### config.mk
export PLATFORM = sky130hd
export DESIGN_NAME = daq_capture_ctrl
export DESIGN_NICKNAME = d
export VERILOG_FILES = /design/src/rtl/daq_capture_ctrl.sv
export SDC_FILE = /design/constraint.sdc
export NUM_CORES = 1
export LEC_CHECK = 0
export ABC_AREA = 1
export BUFFER_PORTS_ARGS = -buffer_cell sky130_fd_sc_hd__buf_4
export CAP_MARGIN = 25
export CORE_MARGIN = 2
export CORE_UTILIZATION = 32
export CTS_BUF_LIST = sky130_fd_sc_hd__clkbuf_8
export CTS_CLUSTER_DIAMETER = 60
export DETAILED_ROUTE_END_ITERATION = 8
export PLACE_DENSITY_LB_ADDON = 0.15
export SYNTH_ARGS = -nofsm -noshare
export SYNTH_HDL_FRONTEND = slang
export SYNTH_SLANG_ARGS = --single-unit
### constraint.sdc
create_clock -name in_clk -period 2.3 [get_ports in_clk]
set_input_delay 0.115 -clock in_clk [delete_from_list [all_inputs] [get_ports in_clk]]
set_output_delay 0.115 -clock in_clk [all_outputs]
set_load 0.05 [all_outputs]
### src/rtl/daq_capture_ctrl.sv
`timescale 1ns/1ps
// Trigger-driven capture sequencer: arms on request, waits for a trigger on decimated
// ADC samples, then forwards a fixed number of samples to the CDC FIFO write port.
module daq_capture_ctrl #(
  parameter int INT_DATA_WIDTH  = 10,
  parameter int INT_FIFO_WIDTH  = 32,
  parameter int INT_LEN_WIDTH   = 16,
  parameter int INT_DECIM_WIDTH = 8
) (
  input  logic                       in_clk,
  input  logic                       in_rst_n,
  input  logic [INT_DATA_WIDTH-1:0]  in_data,
  input  logic                       in_valid,
  input  logic                       in_arm,
  input  logic                       in_abort,
  input  logic [1:0]                 in_trig_src,
  input  logic [INT_DATA_WIDTH-1:0]  in_trig_level,
  input  logic                       in_ext_trig,
  input  logic [INT_DECIM_WIDTH-1:0] in_decim,
  input  logic [INT_LEN_WIDTH-1:0]   in_post_len,
  input  logic                       in_fifo_ready,
  output logic [INT_FIFO_WIDTH-1:0]  out_fifo_data,
  output logic                       out_fifo_valid,
  output logic [1:0]                 out_state,
  output logic                       out_busy,
  output logic                       out_done,
  output logic                       out_trig_pulse,
  output logic                       out_overflow,
  output logic [INT_LEN_WIDTH-1:0]   out_count
);

  typedef enum logic [1:0] {
    S_IDLE    = 2'd0,
    S_ARMED   = 2'd1,
    S_CAPTURE = 2'd2,
    S_DONE    = 2'd3
  } state_t;

  state_t state, state_nxt;

  logic [1:0]                        src_l;
  logic signed [INT_DATA_WIDTH-1:0]  level_l;
  logic [INT_DECIM_WIDTH-1:0]        decim_l;
  logic [INT_LEN_WIDTH-1:0]          len_l;
  logic [INT_DECIM_WIDTH-1:0]        decim_cnt;
  logic signed [INT_DATA_WIDTH-1:0]  prev_smp;
  logic signed [INT_DATA_WIDTH-1:0]  cur_smp;
  logic                              prev_vld;
  logic                              ext_prev;
  logic                              ext_pend;

  logic                              active;
  logic                              stroke;
  logic                              arm_ok;
  logic                              ext_rise;
  logic                              src_hit;
  logic                              trig_hit;
  logic                              cap_stroke;
  logic                              last;
  logic [INT_LEN_WIDTH-1:0]          cnt_nxt;

  function automatic logic [INT_FIFO_WIDTH-1:0] pack_word(
    input logic signed [INT_DATA_WIDTH-1:0] smp,
    input logic                             mark
  );
    logic [INT_FIFO_WIDTH-1:0] w;
    w = '0;
    w[INT_DATA_WIDTH-1:0] = smp;
    w[INT_FIFO_WIDTH-1]   = mark;
    return w;
  endfunction

  assign cur_smp   = $signed(in_data);
  assign out_state = state;
  assign out_busy  = (state == S_ARMED) || (state == S_CAPTURE);
  assign out_done  = (state == S_DONE);

  always_comb begin
    active     = (state == S_ARMED) || (state == S_CAPTURE);
    stroke     = active && in_valid && (decim_cnt == decim_l);
    arm_ok     = in_arm && !in_abort && ((state == S_IDLE) || (state == S_DONE));
    ext_rise   = in_ext_trig && !ext_prev;
    src_hit    = 1'b0;
    case (src_l)
      2'd0:    src_hit = prev_vld && (prev_smp < level_l) && (cur_smp >= level_l);
      2'd1:    src_hit = prev_vld && (prev_smp > level_l) && (cur_smp <= level_l);
      2'd2:    src_hit = ext_pend;
      default: src_hit = 1'b1;
    endcase
    trig_hit   = stroke && (state == S_ARMED) && src_hit;
    // abort wins over any stroke in the same cycle, so nothing is written
    cap_stroke = !in_abort && (trig_hit || (stroke && (state == S_CAPTURE)));
    cnt_nxt    = out_count + 1'b1;
    last       = (cnt_nxt == len_l);

    state_nxt  = state;
    if (in_abort) begin
      state_nxt = S_IDLE;
    end else begin
      case (state)
        S_IDLE, S_DONE: if (in_arm) state_nxt = S_ARMED;
        S_ARMED:        if (trig_hit) state_nxt = last ? S_DONE : S_CAPTURE;
        S_CAPTURE:      if (stroke && last) state_nxt = S_DONE;
        default:        state_nxt = S_IDLE;
      endcase
    end
  end

  always_ff @(posedge in_clk or negedge in_rst_n) begin
    if (!in_rst_n) state <= S_IDLE;
    else           state <= state_nxt;
  end

  // config latch, decimation phase and trigger history
  always_ff @(posedge in_clk or negedge in_rst_n) begin
    if (!in_rst_n) begin
      src_l     <= 2'd0;
      level_l   <= '0;
      decim_l   <= '0;
      len_l     <= '0;
      decim_cnt <= '0;
      prev_smp  <= '0;
      prev_vld  <= 1'b0;
      ext_prev  <= 1'b0;
      ext_pend  <= 1'b0;
    end else begin
      ext_prev <= in_ext_trig;
      if (arm_ok) begin
        src_l     <= in_trig_src;
        level_l   <= $signed(in_trig_level);
        decim_l   <= in_decim;
        len_l     <= (in_post_len == '0) ? INT_LEN_WIDTH'(1) : in_post_len;
        decim_cnt <= '0;
        prev_vld  <= 1'b0;
        ext_pend  <= 1'b0;
      end else begin
        if (active && in_valid) decim_cnt <= stroke ? '0 : decim_cnt + 1'b1;
        if (stroke && (state == S_ARMED)) begin
          prev_smp <= cur_smp;
          prev_vld <= 1'b1;
        end
        if (stroke && (state == S_ARMED) && (src_l == 2'd2) && ext_pend) ext_pend <= 1'b0;
        // an edge coinciding with a consuming stroke re-arms for the next stroke
        if ((state == S_ARMED) && ext_rise) ext_pend <= 1'b1;
      end
    end
  end

  // stage p1: registered FIFO write, trigger pulse and capture status
  always_ff @(posedge in_clk or negedge in_rst_n) begin
    if (!in_rst_n) begin
      out_fifo_valid <= 1'b0;
      out_fifo_data  <= '0;
      out_trig_pulse <= 1'b0;
      out_overflow   <= 1'b0;
      out_count      <= '0;
    end else begin
      out_fifo_valid <= cap_stroke && in_fifo_ready;
      out_trig_pulse <= trig_hit && !in_abort;
      if (cap_stroke && in_fifo_ready) out_fifo_data <= pack_word(cur_smp, trig_hit);
      if (arm_ok) begin
        out_count    <= '0;
        out_overflow <= 1'b0;
      end else if (cap_stroke) begin
        out_count <= cnt_nxt;
        if (!in_fifo_ready) out_overflow <= 1'b1;
      end
    end
  end

endmodule

==> impl_metrics.ini <==
[final_layout]
antenna_cells = 0
multi_input_area_um2 = 3130
areaGrowthSynthToFinish_pct = 37.6
design.final.nets = 1002
final_core_utilization = 0.445
register_area_um2 = 2230
final_cells = 1153
count_of_fill_cells_added_during_filler_insertion = 1742
post_route_cell_area_um2 = 7620
fraction_of_final_layout_cells_sized_beyond_drive_strength_1 = 0.233

[routing]
dr.pass1.iters = 5
totalWireLength_mm = 15.7
post_drt_antenna_nets = 0
route.detailed.drc = 0
dr_wl_met2_mm = 7.43
route.layer.met1.wl_mm = 7.50
wl_per_cell_um = 13.6
detailroute.wirelength.met3_um = 526
post_drt_via_cell_ratio = 4.59
route.vias.total = 5294
top_layer_used = met4
drt-initial-drc-count = 301

[logic_synthesis]
synth.most_common_cell = sky130_fd_sc_hd__nand2_1
synth_async_sr_flop_share = 1.00
synthesis.instances = 761
ys.warnings.count = 0
primary_ff_master_synth = sky130_fd_sc_hd__dfrtp_1
synth_commonest_cells = sky130_fd_sc_hd__nand2_1 (292), sky130_fd_sc_hd__dfrtp_1 (89), sky130_fd_sc_hd__inv_1 (80), sky130_fd_sc_hd__nand3_1 (62), sky130_fd_sc_hd__nor2_1 (46)
syn-mean-instance-area_um2 = 7.28
postSynthRegisterBits = 89
synth_edf_count = 0
yosys.area.top_type_share = 0.402
synth_seq_area_share = 0.402
synth_cell_type_count = 44
syn_area_um2 = 5540
synth.largest_area_cell = sky130_fd_sc_hd__dfrtp_1
ys_top_cells_by_area = sky130_fd_sc_hd__dfrtp_1 (40%), sky130_fd_sc_hd__nand2_1 (20%), sky130_fd_sc_hd__ha_1 (5.6%), sky130_fd_sc_hd__nand3_1 (5.6%), sky130_fd_sc_hd__inv_1 (5.4%)

[placement]
detailedPlace.worstSlack_ns = -0.0152
dpl_cell_area_um2 = 6540
number_of_buffers_inserted_by_port_buffering = 86
post-dp-hpwl_mm = 11.3
finalWeightedCongestion = 0.827
dpl.cell_count = 1081

[grt]
grt_start_max_net_pins = 45
grt_first_pass_wirelength_mm = 24.8
grt_pass1_vias = 4938
grt_use_total = 0.172
grt_antenna_before_repair = 0
grt_remaining_overflow = 0

[timing]
timing.final.crit_period_ns = 2.21
relSlewSlack = 0.579
timing.hold.ws_ns = 0.0509
transition_time_of_the_tightest_slew_check_pin_ns = 0.626
maxClockFrequency_mhz = 453
clock_skew_ns = 0.0121
timing_hold_violations_final = 0
final.period_utilization = 0.960
setup_viol = 0
rsz0062_at_grt = true
post-route-worst-setup-slack_ns = 0.0910
maxSlewViolCount = 0

[setup_path]
worst_setup_path_start_kind = input pin
critPathLaunch = in_data[4]
critical_path_class = input pin to flip-flop
critPathMaxFanout = 8
timing.rr.start = out_state[1]$_DFFE_PN0P_
crit_path_end_kind = flip-flop
arrival_ns = 2.52
critPathRequiredTime_ns = 2.61

[clock_tree]
buffer_depth_of_the_longest_clock_path = 2
cts.clk_slew.worst_paths_ns = 0.09
tritoncts = built
clkSinkCount = 89
cts-root-buf = sky130_fd_sc_hd__clkbuf_8
total_clock_buffers_created_by_cts = 9
ctsHtreeMaxLevel = 3
insertion_delay_ns = 0.37

[floorplan]
dieWidth_um = 136
core_area_um2 = 17100
top_level_ports = 108
core.rowCount = 48
initial_core_util = 0.324
dieArea_um2 = 18400
die_y_um = 136

[run]
cap_violations = 0

[pwr]
total_power_divided_by_cell_area_nw_per_um2 = 891
leakage_nw = 3.90
ir_drop_uv = 407

[min_path]
min_from = in_post_len[0]
worstHoldPathType = input pin to flip-flop

[outcome]
result_of_the_run = finished, final reports clean
## final timing paths
check	slack, ns	cells past startpoint	end
max	0.09	17	out_count[3]$_DFFE_PN0P_
min	0.05	4	len_l[0]$_DFFE_PN0P_
max reg2reg	0.11	14	out_count[11]$_DFFE_PN0P_
min reg2reg	0.48	2	out_fifo_data[8]$_DFFE_PN0P_
max in group asynchronous	1.29	3	level_l[5]$_DFFE_PN0P_
min in group asynchronous	0.30	2	len_l[2]$_DFFE_PN0P_
## state kept, by name, summed over array words and instances, names as in the netlist
signal and cells:
out_overflow 1, out_fifo_valid 1, decim_cnt 8, level_l 10, out_trig_pulse 1, prev_vld 1, decim_l 8, out_fifo_data 11
out_count 16, src_l 2, out_state 2, ext_prev 1, ext_pend 1, len_l 16, prev_smp 10
## worst max-delay path: stages
cell	delay, ns
sky130_fd_sc_hd__dlygate4sd3_1	0.54
sky130_fd_sc_hd__buf_4	0.15
sky130_fd_sc_hd__ha_1	0.28
sky130_fd_sc_hd__nand2_2	0.06
sky130_fd_sc_hd__nor2_2	0.17
sky130_fd_sc_hd__nand3_1	0.11
sky130_fd_sc_hd__nand3_1	0.08
sky130_fd_sc_hd__nand2_1	0.06
sky130_fd_sc_hd__nand2_1	0.06
sky130_fd_sc_hd__nand2_1	0.06
sky130_fd_sc_hd__nand2_2	0.08
sky130_fd_sc_hd__nand3_4	0.10
sky130_fd_sc_hd__nand3_4	0.13
sky130_fd_sc_hd__nand2_8	0.12
sky130_fd_sc_hd__nor2_4	0.25
sky130_fd_sc_hd__nand2_1	0.08
sky130_fd_sc_hd__nand2_1	0.08
## logic make-up (layout without fill, tap and decap cells)
| family | count (synthesis) | after routing | share of synthesized area |
|---|---|---|---|
| and+or+nand+nor | 454 | 455 | 0.360 |
| buffers and inverters | 121 | 267 | 0.102 |
| DFF | 89 | 89 | 0.402 |
| AOI/OAI and AO/OA | 65 | 65 | 0.0671 |
| adders and majority gates | 25 | 25 | 0.0565 |
| xor gates and xnor gates | 6 | 6 | 0.0120 |
| other | 1 | 21 | 0.000677 |
## where the power goes
group          leakage (nW)  switching (W)  internal, W
Clock                 0.120       0.000587     0.000693
Combinational          2.62        0.00195      0.00126
Sequential             1.16       0.000304      0.00199
## cells in the final DEF, fill, tap and decap left out, drive strengths merged, types with 16 or more instances in the layout
| cell | netlist | layout |
|---|---|---|
| a21oi | 16 | 16 |
| buf | 26 | 121 |
| conb | 1 | 21 |
| dfrtp | 89 | 89 |
| dlygate4sd3 | 0 | 47 |
| ha | 25 | 25 |
| inv | 82 | 84 |
| nand2 | 299 | 299 |
| nand3 | 64 | 64 |
| nand4 | 21 | 21 |
| nor2 | 51 | 52 |
| o21ai | 33 | 33 |
## what timing repair did
action,4_1_cts,5_1_grt
endpoints found under the setup margin,11,30
buffers inserted,0,9
cloned,0,1
pin swaps,0,23
hold endpoints to repair,97,0
resized for setup,1,65
hold buffers,47,0
## per-layer routing
layer,GRT usage,up-vias
li1,-,2728
met1,0.234,2446
met2,0.282,105
met3,0.0258,15
met4,0.0544,0
met5,0,-
## final cells by class
type	count	share of cell area
multi-input cells	572	0.411
flip-flops and latches	89	0.293
repair buffers	168	0.186
inverters	84	0.0425
well taps	225	0.0369
clock buffers	12	0.0217
clock inverters	3	0.00837
## through the flow
stage	total power, W	setup TNS, ns
after floorplan	0.00430	-1.24
after global placement	0.00505	0
after detailed placement	0.00505	-0.0462
after CTS	0.00642	0
after global routing	0.00738	-0.146
final	0.00679	0
Note: power is estimated with default switching activity, not from simulation.
